$ cat config.mk
export PLATFORM = sky130hd
export DESIGN_NAME = router_config_scheduler
export DESIGN_NICKNAME = d
export VERILOG_FILES = /design/src/rtl/router_config_scheduler.sv
export SDC_FILE = /design/constraint.sdc
export NUM_CORES = 1
export LEC_CHECK = 0
export ABC_CLOCK_PERIOD_IN_PS = 5900
export BUFFER_PORTS_ARGS = -buffer_cell sky130_fd_sc_hd__buf_2
export CORE_ASPECT_RATIO = 0.7
export CORE_MARGIN = 10
export CORE_UTILIZATION = 35
export CTS_BUF_LIST = sky130_fd_sc_hd__clkbuf_4 sky130_fd_sc_hd__clkbuf_8 sky130_fd_sc_hd__clkbuf_16
export DETAILED_ROUTE_END_ITERATION = 7
export GPL_ROUTABILITY_DRIVEN = 0
export PLACE_DENSITY_LB_ADDON = 0.12
export SYNTH_ARGS = -nofsm -noshare
export SYNTH_HDL_FRONTEND = slang
export SYNTH_SLANG_ARGS = --single-unit
$ cat constraint.sdc
create_clock -name clk -period 5.9 [get_ports clk]
set_clock_uncertainty 0.1 [all_clocks]
set_input_delay 0.885 -clock clk [delete_from_list [all_inputs] [get_ports clk]]
set_output_delay 0.885 -clock clk [all_outputs]
set_load 0.01 [all_outputs]
$ cat src/rtl/router_config_scheduler.sv
// Round-robin scheduler: grants one of three requesters, pushes its config word
// to the router, then waits for the expected number of output beats or a timeout.
module router_config_scheduler #(
  parameter int unsigned CONFIG_BIT_WIDTH = 30,
  parameter int unsigned TIMEOUT_CYCLES   = 65535
) (
  input  logic                        clk,
  input  logic                        reset,
  input  logic [CONFIG_BIT_WIDTH-1:0] req_config_data_0,
  input  logic [CONFIG_BIT_WIDTH-1:0] req_config_data_1,
  input  logic [CONFIG_BIT_WIDTH-1:0] req_config_data_2,
  input  logic                        req_valid_0,
  input  logic                        req_valid_1,
  input  logic                        req_valid_2,
  output logic                        req_ready_0,
  output logic                        req_ready_1,
  output logic                        req_ready_2,
  output logic [CONFIG_BIT_WIDTH-1:0] m_axi_config_data,
  output logic                        m_axi_config_valid,
  input  logic                        m_axi_config_ready,
  input  logic                        mon_valid_1,
  input  logic                        mon_valid_2,
  input  logic                        mon_valid_3,
  input  logic                        mon_ready_1,
  input  logic                        mon_ready_2,
  input  logic                        mon_ready_3,
  output logic                        done_valid,
  output logic [1:0]                  done_id,
  output logic                        done_error,
  output logic                        busy
);

  localparam logic [15:0] TIMEOUT_LIMIT = 16'(TIMEOUT_CYCLES);

  typedef enum logic [2:0] {
    IDLE,
    ISSUE,
    CALC,
    WAIT_DONE,
    REPORT
  } state_e;

  state_e                        state_q, state_d;
  logic [1:0]                    last_grant_q, last_grant_d;
  logic [1:0]                    job_id_q, job_id_d;
  logic [CONFIG_BIT_WIDTH-1:0]   cfg_q, cfg_d;
  logic                          cfg_valid_q, cfg_valid_d;
  logic [15:0]                   expected_q, expected_d;
  logic [15:0]                   beat_cnt_q, beat_cnt_d;
  logic [15:0]                   idle_cnt_q, idle_cnt_d;
  logic                          done_valid_q, done_valid_d;
  logic [1:0]                    done_id_q, done_id_d;
  logic                          done_error_q, done_error_d;

  logic [2:0]                    req_valid_vec;
  logic [CONFIG_BIT_WIDTH-1:0]   req_data [3];
  logic [1:0]                    pri0, pri1;
  logic                          grant_any;
  logic [1:0]                    grant_idx;
  logic [2:0]                    grant_vec;

  logic [4:0]                    sym1, sym2, sym3, prb1, prb2, prb3;
  logic [15:0]                   calc_sum;
  logic [1:0]                    beats_now;
  logic [16:0]                   beat_sum;

  assign req_valid_vec = {req_valid_2, req_valid_1, req_valid_0};
  assign req_data[0]   = req_config_data_0;
  assign req_data[1]   = req_config_data_1;
  assign req_data[2]   = req_config_data_2;

  // Priority order is last_grant+1, last_grant+2, last_grant (all mod 3).
  always_comb begin
    pri0      = (last_grant_q == 2'd2) ? 2'd0 : last_grant_q + 2'd1;
    pri1      = (pri0 == 2'd2) ? 2'd0 : pri0 + 2'd1;
    grant_any = 1'b1;
    grant_idx = '0;
    if (req_valid_vec[pri0]) begin
      grant_idx = pri0;
    end else if (req_valid_vec[pri1]) begin
      grant_idx = pri1;
    end else if (req_valid_vec[last_grant_q]) begin
      grant_idx = last_grant_q;
    end else begin
      grant_any = 1'b0;
    end
  end

  always_comb begin
    grant_vec = '0;
    if (state_q == IDLE && !reset && grant_any) begin
      grant_vec = 3'b001 << grant_idx;
    end
  end

  assign sym1 = cfg_q[CONFIG_BIT_WIDTH-1  -: 5];
  assign prb1 = cfg_q[CONFIG_BIT_WIDTH-6  -: 5];
  assign sym2 = cfg_q[CONFIG_BIT_WIDTH-11 -: 5];
  assign prb2 = cfg_q[CONFIG_BIT_WIDTH-16 -: 5];
  assign sym3 = cfg_q[CONFIG_BIT_WIDTH-21 -: 5];
  assign prb3 = cfg_q[CONFIG_BIT_WIDTH-26 -: 5];

  always_comb begin
    calc_sum = 16'(sym1) * 16'(prb1) * 16'd12
             + 16'(sym2) * 16'(prb2) * 16'd12
             + 16'(sym3) * 16'(prb3) * 16'd12;
  end

  assign beats_now = {1'b0, mon_valid_1 & mon_ready_1}
                   + {1'b0, mon_valid_2 & mon_ready_2}
                   + {1'b0, mon_valid_3 & mon_ready_3};
  assign beat_sum  = {1'b0, beat_cnt_q} + {15'd0, beats_now};

  always_comb begin
    state_d      = state_q;
    last_grant_d = last_grant_q;
    job_id_d     = job_id_q;
    cfg_d        = cfg_q;
    cfg_valid_d  = cfg_valid_q;
    expected_d   = expected_q;
    beat_cnt_d   = beat_cnt_q;
    idle_cnt_d   = idle_cnt_q;
    done_valid_d = 1'b0;
    done_id_d    = done_id_q;
    done_error_d = done_error_q;

    case (state_q)
      IDLE: begin
        if (grant_any) begin
          state_d      = ISSUE;
          last_grant_d = grant_idx;
          job_id_d     = grant_idx;
          cfg_d        = req_data[grant_idx];
          cfg_valid_d  = 1'b1;
        end
      end
      ISSUE: begin
        if (m_axi_config_ready) begin
          state_d     = CALC;
          cfg_valid_d = 1'b0;
        end
      end
      CALC: begin
        expected_d = calc_sum;
        beat_cnt_d = '0;
        idle_cnt_d = '0;
        if (calc_sum == '0) begin
          state_d      = REPORT;
          done_valid_d = 1'b1;
          done_id_d    = job_id_q;
          done_error_d = 1'b0;
        end else begin
          state_d = WAIT_DONE;
        end
      end
      WAIT_DONE: begin
        beat_cnt_d = beat_sum[15:0];
        idle_cnt_d = (beats_now != '0) ? '0 : idle_cnt_q + 16'd1;
        // Completion is tested first so it wins over a coincident timeout.
        if (beat_sum >= {1'b0, expected_q}) begin
          state_d      = REPORT;
          done_valid_d = 1'b1;
          done_id_d    = job_id_q;
          done_error_d = 1'b0;
        end else if (idle_cnt_d >= TIMEOUT_LIMIT) begin
          state_d      = REPORT;
          done_valid_d = 1'b1;
          done_id_d    = job_id_q;
          done_error_d = 1'b1;
        end
      end
      REPORT: begin
        state_d = IDLE;
      end
      default: begin
        state_d = IDLE;
      end
    endcase
  end

  always_ff @(posedge clk) begin
    if (reset) begin
      state_q      <= IDLE;
      last_grant_q <= 2'd2;
      job_id_q     <= '0;
      cfg_q        <= '0;
      cfg_valid_q  <= 1'b0;
      expected_q   <= '0;
      beat_cnt_q   <= '0;
      idle_cnt_q   <= '0;
      done_valid_q <= 1'b0;
      done_id_q    <= '0;
      done_error_q <= 1'b0;
    end else begin
      state_q      <= state_d;
      last_grant_q <= last_grant_d;
      job_id_q     <= job_id_d;
      cfg_q        <= cfg_d;
      cfg_valid_q  <= cfg_valid_d;
      expected_q   <= expected_d;
      beat_cnt_q   <= beat_cnt_d;
      idle_cnt_q   <= idle_cnt_d;
      done_valid_q <= done_valid_d;
      done_id_q    <= done_id_d;
      done_error_q <= done_error_d;
    end
  end

  assign req_ready_0        = grant_vec[0];
  assign req_ready_1        = grant_vec[1];
  assign req_ready_2        = grant_vec[2];
  assign m_axi_config_data  = cfg_q;
  assign m_axi_config_valid = cfg_valid_q;
  assign done_valid         = done_valid_q;
  assign done_id            = done_id_q;
  assign done_error         = done_error_q;
  assign busy               = (state_q != IDLE);

endmodule

==> results.sh, run 1 <==
export IMPL_run_status="finished, violations left"
export IMPL_violations="negative setup slack"
export IMPL_finalHoldViolCount=0
export IMPL_ant_nets=0
export IMPL_grt_max_degree=36
export IMPL_setup_viol=7
export IMPL_cts_sinks=87
export IMPL_place_inst=1652
export IMPL_vdd_drop_max_v=0.0006073
export IMPL_grtUsageTotal_pct=16.46
export IMPL_tritoncts="yes"
export IMPL_worst_pin_slew_ns=0.7554
export IMPL_crit_buf_inv=4
export IMPL_arrival_ns=6.36
export IMPL_fp_dieW_um=210.2
export IMPL_end_kind="register"
export IMPL_rows=48
export IMPL_via_count=8490
export IMPL_cp_slowest_cell="or4_4"
export IMPL_cp_top_family="adder cells"
export IMPL_grt_setup_unrepaired="yes"
export IMPL_wl_mm=26.93
export IMPL_synth_distinct_cells=69
export IMPL_fin_crit_ns=6.172
export IMPL_hpwlAfterDp_mm=21.77
export IMPL_cts_root_buf="clkbuf_16"
export IMPL_min_delay_start="done_error$_SDFFE_PP0P_"
export IMPL_drive_gt1_share_pct=31.43
export IMPL_period_share_pct=104.6
export IMPL_vias_per_cell=5.072
export IMPL_fin_ws_ns=-0.2718
export IMPL_cts_hold_buf=0
export IMPL_drt_pass1_iter_count=7
export IMPL_max_stage_delay_ns=0.54
export IMPL_crit_type="register to register"
export IMPL_yosysWarnings=0
export IMPL_die_y_um=153.1
export IMPL_power_mw=6.298
export IMPL_reg2reg_from="m_axi_config_data[17]$_SDFFE_PP0P_"
export IMPL_syn_area_um2=8862
export IMPL_postSynthCellCount=1104
export IMPL_syn_num_nets=1363
export IMPL_p_leak_nw=5.745
export IMPL_core_area_um2=24800
export IMPL_antenna_found_initial=0
export IMPL_max_freq_mhz=162.0
export IMPL_crit_path_start_kind="register"
export IMPL_grt_pass1_wl_mm=43.67
export IMPL_critical_path_required_ns=6.09
export IMPL_cts_reportedPaths_clkPinSlew_ns=0.06
export IMPL_rrSetupSlack_ns=-0.27
export IMPL_clock_latency_ns=0.36
export IMPL_yosysSeqAreaShare_pct=19.65
export IMPL_grt_ovfl_total=0
export IMPL_syn_avg_cell_area_um2=8.027
export IMPL_nNetsFinal=1603
export IMPL_synth_edf_count=0
export IMPL_h_tree_depth=3
export IMPL_post_route_drc_count=0
export IMPL_maxSlewViolCount=0
export IMPL_grt_pass1_vias=8295
export IMPL_rr_endpoint="done_id[0]$_SDFFE_PP0P_"
export IMPL_start_util_pct=35.73
export IMPL_synth_seq_cells=87
export IMPL_min_path_type="register to register"
export IMPL_area_delta_synth_final_pct=32.37
export IMPL_timing_critical_path_mode_cell="fa_1"
export IMPL_cp_cell_sequence="nand2_2 -> fa_1 -> fa_1 -> inv_1 -> fa_1 -> ha_4 -> a21oi_2 -> o21bai_2 -> a21o_1 -> a21o_1 -> xor2_2 -> ha_1 -> buf_4 -> xnor2_1 -> buf_4 -> fa_1 -> inv_2 -> ha_4 -> or4_4 -> o22ai_4 -> mux2i_1 -> and4_4 -> o211a_4 -> mux2i_1"
export IMPL_cts_buffer_depth=2
export IMPL_die_area_um2=32190
export IMPL_whs_endpoint="done_error$_SDFFE_PP0P_"
export IMPL_drv_cap=0
export IMPL_drt_iter0_drc=496
export IMPL_diodes=0
export IMPL_wl_per_cell_um=16.09
export IMPL_ioPinCount=141
export IMPL_io_buffer_count=140
export IMPL_slew_headroom_pct=49.34
export IMPL_synth_flop_cell="dfxtp_1"
export IMPL_rr_worst_depth=24
export IMPL_cts_buffers=9
export IMPL_p_per_area_nw_per_um2=536.9
export IMPL_min_path_cells=2
export IMPL_crit_fanout=5
export IMPL_instances_no_fill=1674
export IMPL_ys_async_sr_fraction_pct=0
-- sequential cells by signal, summed over array words and instances (netlist names) --
signal / cells
done_error: 1
job_id_q: 1
m_axi_config_valid: 1
expected_q: 14
beat_cnt_q: 16
m_axi_config_data: 30
state_q: 3
done_valid: 1
idle_cnt_q: 16
last_grant_q: 2
done_id: 2
-- worst reg2reg max path, delay by kind of cell, from the launching register on --
family / cells / cell delay [ns]
buffers and inverters: 4 / 0.40
XOR/XNOR: 2 / 0.31
AO/OA/AOI/OAI: 6 / 0.97
AND/OR/NAND/NOR: 3 / 0.89
multiplexers: 2 / 0.39
adder cells (fa/ha/maj): 7 / 2.70
flip-flops: 1 / 0.36
-- metal layers --
| layer | routed length (µm) | global-route usage [%] | vias up |
|---|---|---|---|
| met5 | 0 | 0 | - |
| met4 | 332 | 3.681 | 0 |
| met3 | 1963 | 5.046 | 19 |
| met2 | 10480 | 22.01 | 232 |
| met1 | 14150 | 24.66 | 3934 |
| li1 | - | - | 4305 |
-- area by class of cell --
type                    count  area [µm²]
fillers                  2437       13070
multi-input cells         867        7141
flip-flops and latches     87        1794
repair buffers            274        1722
well taps                 325       406.6
inverters                 105       394.1
clock buffers              13       255.2
clock inverters             3       18.77
-- cell usage in the layout, fill, tap and decap left out, types with 44 or more instances in the layout --
cell type / synthesis / final
inv_1: 105 / 99
a21oi_1: 111 / 87
o21ai_0: 61 / 56
fa_1: 45 / 44
nor2_1: 68 / 63
dfxtp_1: 87 / 69
nand2_1: 121 / 116
buf_2: 3 / 140
buf_4: 1 / 130
and2_1: 53 / 53
ha_1: 112 / 96
-- synth_stat cells (10+ instances only) --
library cell	n	area share, %
xnor2_1	42	4.2
clkbuf_1	40	1.7
o21bai_1	15	1.3
nor3_1	13	0.73
a21o_1	30	2.5
o21ai_0	61	3.4
nand2_1	121	5.1
a221oi_1	30	3.0
a22oi_1	10	0.85
a21oi_1	111	6.3
inv_1	105	4.4
and2_1	53	3.7
fa_1	45	10
ha_1	112	16
dfxtp_1	87	20
nor2_1	68	2.9
nand3_1	22	1.2
xor2_1	23	2.3
-- logic make-up (layout without fill, tap and decap cells) --
family,after synthesis,after routing,synth area share [%]
mux,4,4,0.4518
compound gates,304,304,21.70
fa+ha+maj,157,157,25.98
simple gates,337,337,19.27
flops,87,87,19.65
buf+inv,150,395,6.523
xor+xnor,65,65,6.424
-- per-stage QoR --
step | TNS [ns] | hold WS [ns] | instance area [µm²] | utilization [%] | worst slack, ns
2_1_floorplan | -0.1992 | 0.3319 | 9031 | - | -0.05862
3_3_place_gp | -3.054 | 0.3406 | 10920 | 44.03 | -0.4757
3_5_place_dp | -3.243 | 0.3449 | 10920 | 44.03 | -0.5110
4_1_cts | -2.002 | 0.3545 | 11330 | 45.70 | -0.3343
5_1_grt | -3.647 | 0.3717 | 11730 | 47.30 | -0.5443
6_report | -1.573 | 0.3507 | 11730 | 47.30 | -0.2718
-- repair_timing --
action | in CTS | in global routing
gates resized for setup | 19 | 70
buffers inserted | 7 | 1
pin swaps | 37 | 49
endpoints found under the setup margin | 10 | 14
-- where the power goes --
group / total, mW / switching [mW] / internal [mW]
clock network: 0.558 / 0.254 / 0.304
logic: 4.96 / 2.51 / 2.45
registers: 0.780 / 0.0868 / 0.693
-- worst max path at each step --
stage                     cells after the start                                from                      end
final                                        24  m_axi_config_data[17]$_SDFFE_PP0P_  done_id[0]$_SDFFE_PP0P_
after CTS                                    25  m_axi_config_data[25]$_SDFFE_PP0P_  done_id[0]$_SDFFE_PP0P_
after global routing                         24   m_axi_config_data[5]$_SDFFE_PP0P_  done_id[0]$_SDFFE_PP0P_
after detailed placement                     26   m_axi_config_data[5]$_SDFFE_PP0P_  done_id[1]$_SDFFE_PP0P_
after floorplan                              25   m_axi_config_data[5]$_SDFFE_PP0P_  done_id[0]$_SDFFE_PP0P_
after global placement                       27  m_axi_config_data[25]$_SDFFE_PP0P_  done_id[1]$_SDFFE_PP0P_
Note: power is estimated with default switching activity, not from simulation.
==> inputs of run 2 (changes only) <==
--- a/config.mk
+++ b/config.mk
@@ -14,6 +14,7 @@
 export DETAILED_ROUTE_END_ITERATION = 7
 export GPL_ROUTABILITY_DRIVEN = 0
 export PLACE_DENSITY_LB_ADDON = 0.12
+export REMOVE_ABC_BUFFERS = 1
 export SYNTH_ARGS = -nofsm -noshare
 export SYNTH_HDL_FRONTEND = slang
 export SYNTH_SLANG_ARGS = --single-unit
==> results.sh, run 2 (same netlist as run 1, synthesis figures left out) <==
export IMPL_run_status="finished, violations left"
export IMPL_violations="negative setup slack"
export IMPL_drt_iter0_drc=516
export IMPL_max_stage_delay_ns=0.55
export IMPL_die_area_um2=32190
export IMPL_vdd_drop_max_v=0.0004282
export IMPL_period_share_pct=106.7
export IMPL_fin_ws_ns=-0.3976
export IMPL_nNetsFinal=1627
export IMPL_clock_latency_ns=0.36
export IMPL_grt_pass1_wl_mm=43.80
export IMPL_h_tree_depth=3
export IMPL_grt_ovfl_total=0
export IMPL_area_delta_synth_final_pct=34.86
export IMPL_rr_worst_depth=25
export IMPL_min_path_type="register to register"
export IMPL_diodes=0
export IMPL_min_path_cells=2
export IMPL_maxSlewViolCount=0
export IMPL_fp_dieW_um=210.2
export IMPL_cts_buffer_depth=2
export IMPL_cts_root_buf="clkbuf_16"
export IMPL_crit_path_start_kind="register"
export IMPL_timing_critical_path_mode_cell="fa_1"
export IMPL_hpwlAfterDp_mm=20.71
export IMPL_cp_top_family="adder cells"
export IMPL_finalHoldViolCount=0
export IMPL_min_delay_start="expected_q[11]$_SDFFE_PP0N_"
export IMPL_final_cell_mix="buf_4, buf_2, nand2_1, ha_1, inv_1"
export IMPL_slew_headroom_pct=54.37
export IMPL_cts_reportedPaths_clkPinSlew_ns=0.06
export IMPL_wl_per_cell_um=15.67
export IMPL_max_freq_mhz=158.8
export IMPL_cts_buffers=9
export IMPL_cts_hold_buf=0
export IMPL_drv_cap=0
export IMPL_p_leak_nw=5.838
export IMPL_worst_pin_slew_ns=0.6803
export IMPL_via_count=8534
export IMPL_rows=48
export IMPL_power_mw=6.824
export IMPL_vias_per_cell=5.029
export IMPL_crit_buf_inv=4
export IMPL_die_y_um=153.1
export IMPL_crit_type="register to register"
export IMPL_grt_max_degree=53
export IMPL_p_per_area_nw_per_um2=571.0
export IMPL_drt_pass1_iter_count=5
export IMPL_ant_nets=0
export IMPL_rrSetupSlack_ns=-0.40
export IMPL_tritoncts="yes"
export IMPL_largest_reg_flops=30
export IMPL_arrival_ns=6.48
export IMPL_crit_fanout=5
export IMPL_critical_path_required_ns=6.08
export IMPL_rr_endpoint="done_id[0]$_SDFFE_PP0P_"
export IMPL_io_buffer_count=140
export IMPL_finalSetupTns_ns=-2.439
export IMPL_grt_pass1_vias=8590
export IMPL_fin_crit_ns=6.298
export IMPL_fillerInstances=2447
export IMPL_post_route_drc_count=0
export IMPL_cp_slowest_cell="fa_1"
export IMPL_cts_sinks=87
export IMPL_grtUsageTotal_pct=16.30
export IMPL_antenna_found_initial=0
export IMPL_core_area_um2=24800
export IMPL_reg2reg_from="m_axi_config_data[12]$_SDFFE_PP0P_"
export IMPL_dpl_instance_area_um2=10890
export IMPL_grt_setup_unrepaired="yes"
export IMPL_end_kind="register"
export IMPL_wl_mm=26.59
export IMPL_fin_area_um2=11950
export IMPL_layout_commonest_cell="buf_4"
export IMPL_ioPinCount=141
export IMPL_setup_viol=8
export IMPL_start_util_pct=35.73
export IMPL_drive_gt1_share_pct=33.16
export IMPL_whs_endpoint="expected_q[11]$_SDFFE_PP0N_"
## run 2: worst register-to-register path: cells and delay by family, from the launching register on
kind            cells  cell delay [ns]
mux                 1             0.19
xor+xnor            3             0.42
compound gates      8             1.53
buf+inv             4             0.37
fa+ha+maj           7             2.94
flops               1             0.33
simple gates        2             0.35
## run 2: worst max path at each step
stage	from	end	slack [ns]	depth (start not counted)
CTS	m_axi_config_data[3]$_SDFFE_PP0P_	done_id[1]$_SDFFE_PP0P_	-0.30	28
global route	m_axi_config_data[5]$_SDFFE_PP0P_	done_id[1]$_SDFFE_PP0P_	-0.62	27
finish	m_axi_config_data[12]$_SDFFE_PP0P_	done_id[0]$_SDFFE_PP0P_	-0.40	25
floorplan	m_axi_config_data[24]$_SDFFE_PP0P_	done_id[0]$_SDFFE_PP0P_	-0.49	25
global placement	m_axi_config_data[26]$_SDFFE_PP0P_	done_id[0]$_SDFFE_PP0P_	-0.64	23
detailed placement	m_axi_config_data[25]$_SDFFE_PP0P_	done_id[1]$_SDFFE_PP0P_	-0.74	24
## run 2: power breakdown
part | switching (mW) | internal, mW | total, mW
Combinational | 2.73 | 2.80 | 5.52
Clock | 0.256 | 0.288 | 0.544
Sequential | 0.0713 | 0.684 | 0.755
## run 2: layout make-up
type,instances,area [µm²],area share (%)
clock buffer,10,232.7,1.947
inverter,105,396.6,3.319
clock inverter,5,33.78,0.2827
multi-input combinational,867,7218,60.40
tap,325,406.6,3.402
timing repair buffer,298,1906,15.94
sequential,87,1758,14.71
## run 2: metal layers
| metal | GRT usage (%) | vias up | wire length, µm |
|---|---|---|---|
| met3 | 3.739 | 16 | 1657 |
| li1 | - | 4363 | - |
| met4 | 2.408 | 0 | 227 |
| met2 | 22.67 | 225 | 10440 |
| met5 | 0 | - | 0 |
| met1 | 24.92 | 3930 | 14260 |
## run 2: what timing repair did
action | in CTS | in global routing
pin swaps | 72 | 89
setup endpoints to repair | 12 | 13
resized for setup | 73 | 72
gates cloned | 0 | 0
buffers inserted | 14 | 5
hold endpoints to repair | 0 | 0
## run 2: per-stage QoR
stage	utilization, %	worst slack, ns	instances	hold slack (ns)
CTS	46.78	-0.2960	1699	0.3558
floorplan	-	-0.4868	1059	0.3258
detailed placement	43.89	-0.7382	1670	0.3470
global placement	43.89	-0.6421	1670	0.3393
finish	48.18	-0.3976	1697	0.3528
global route	48.18	-0.6227	1697	0.3648
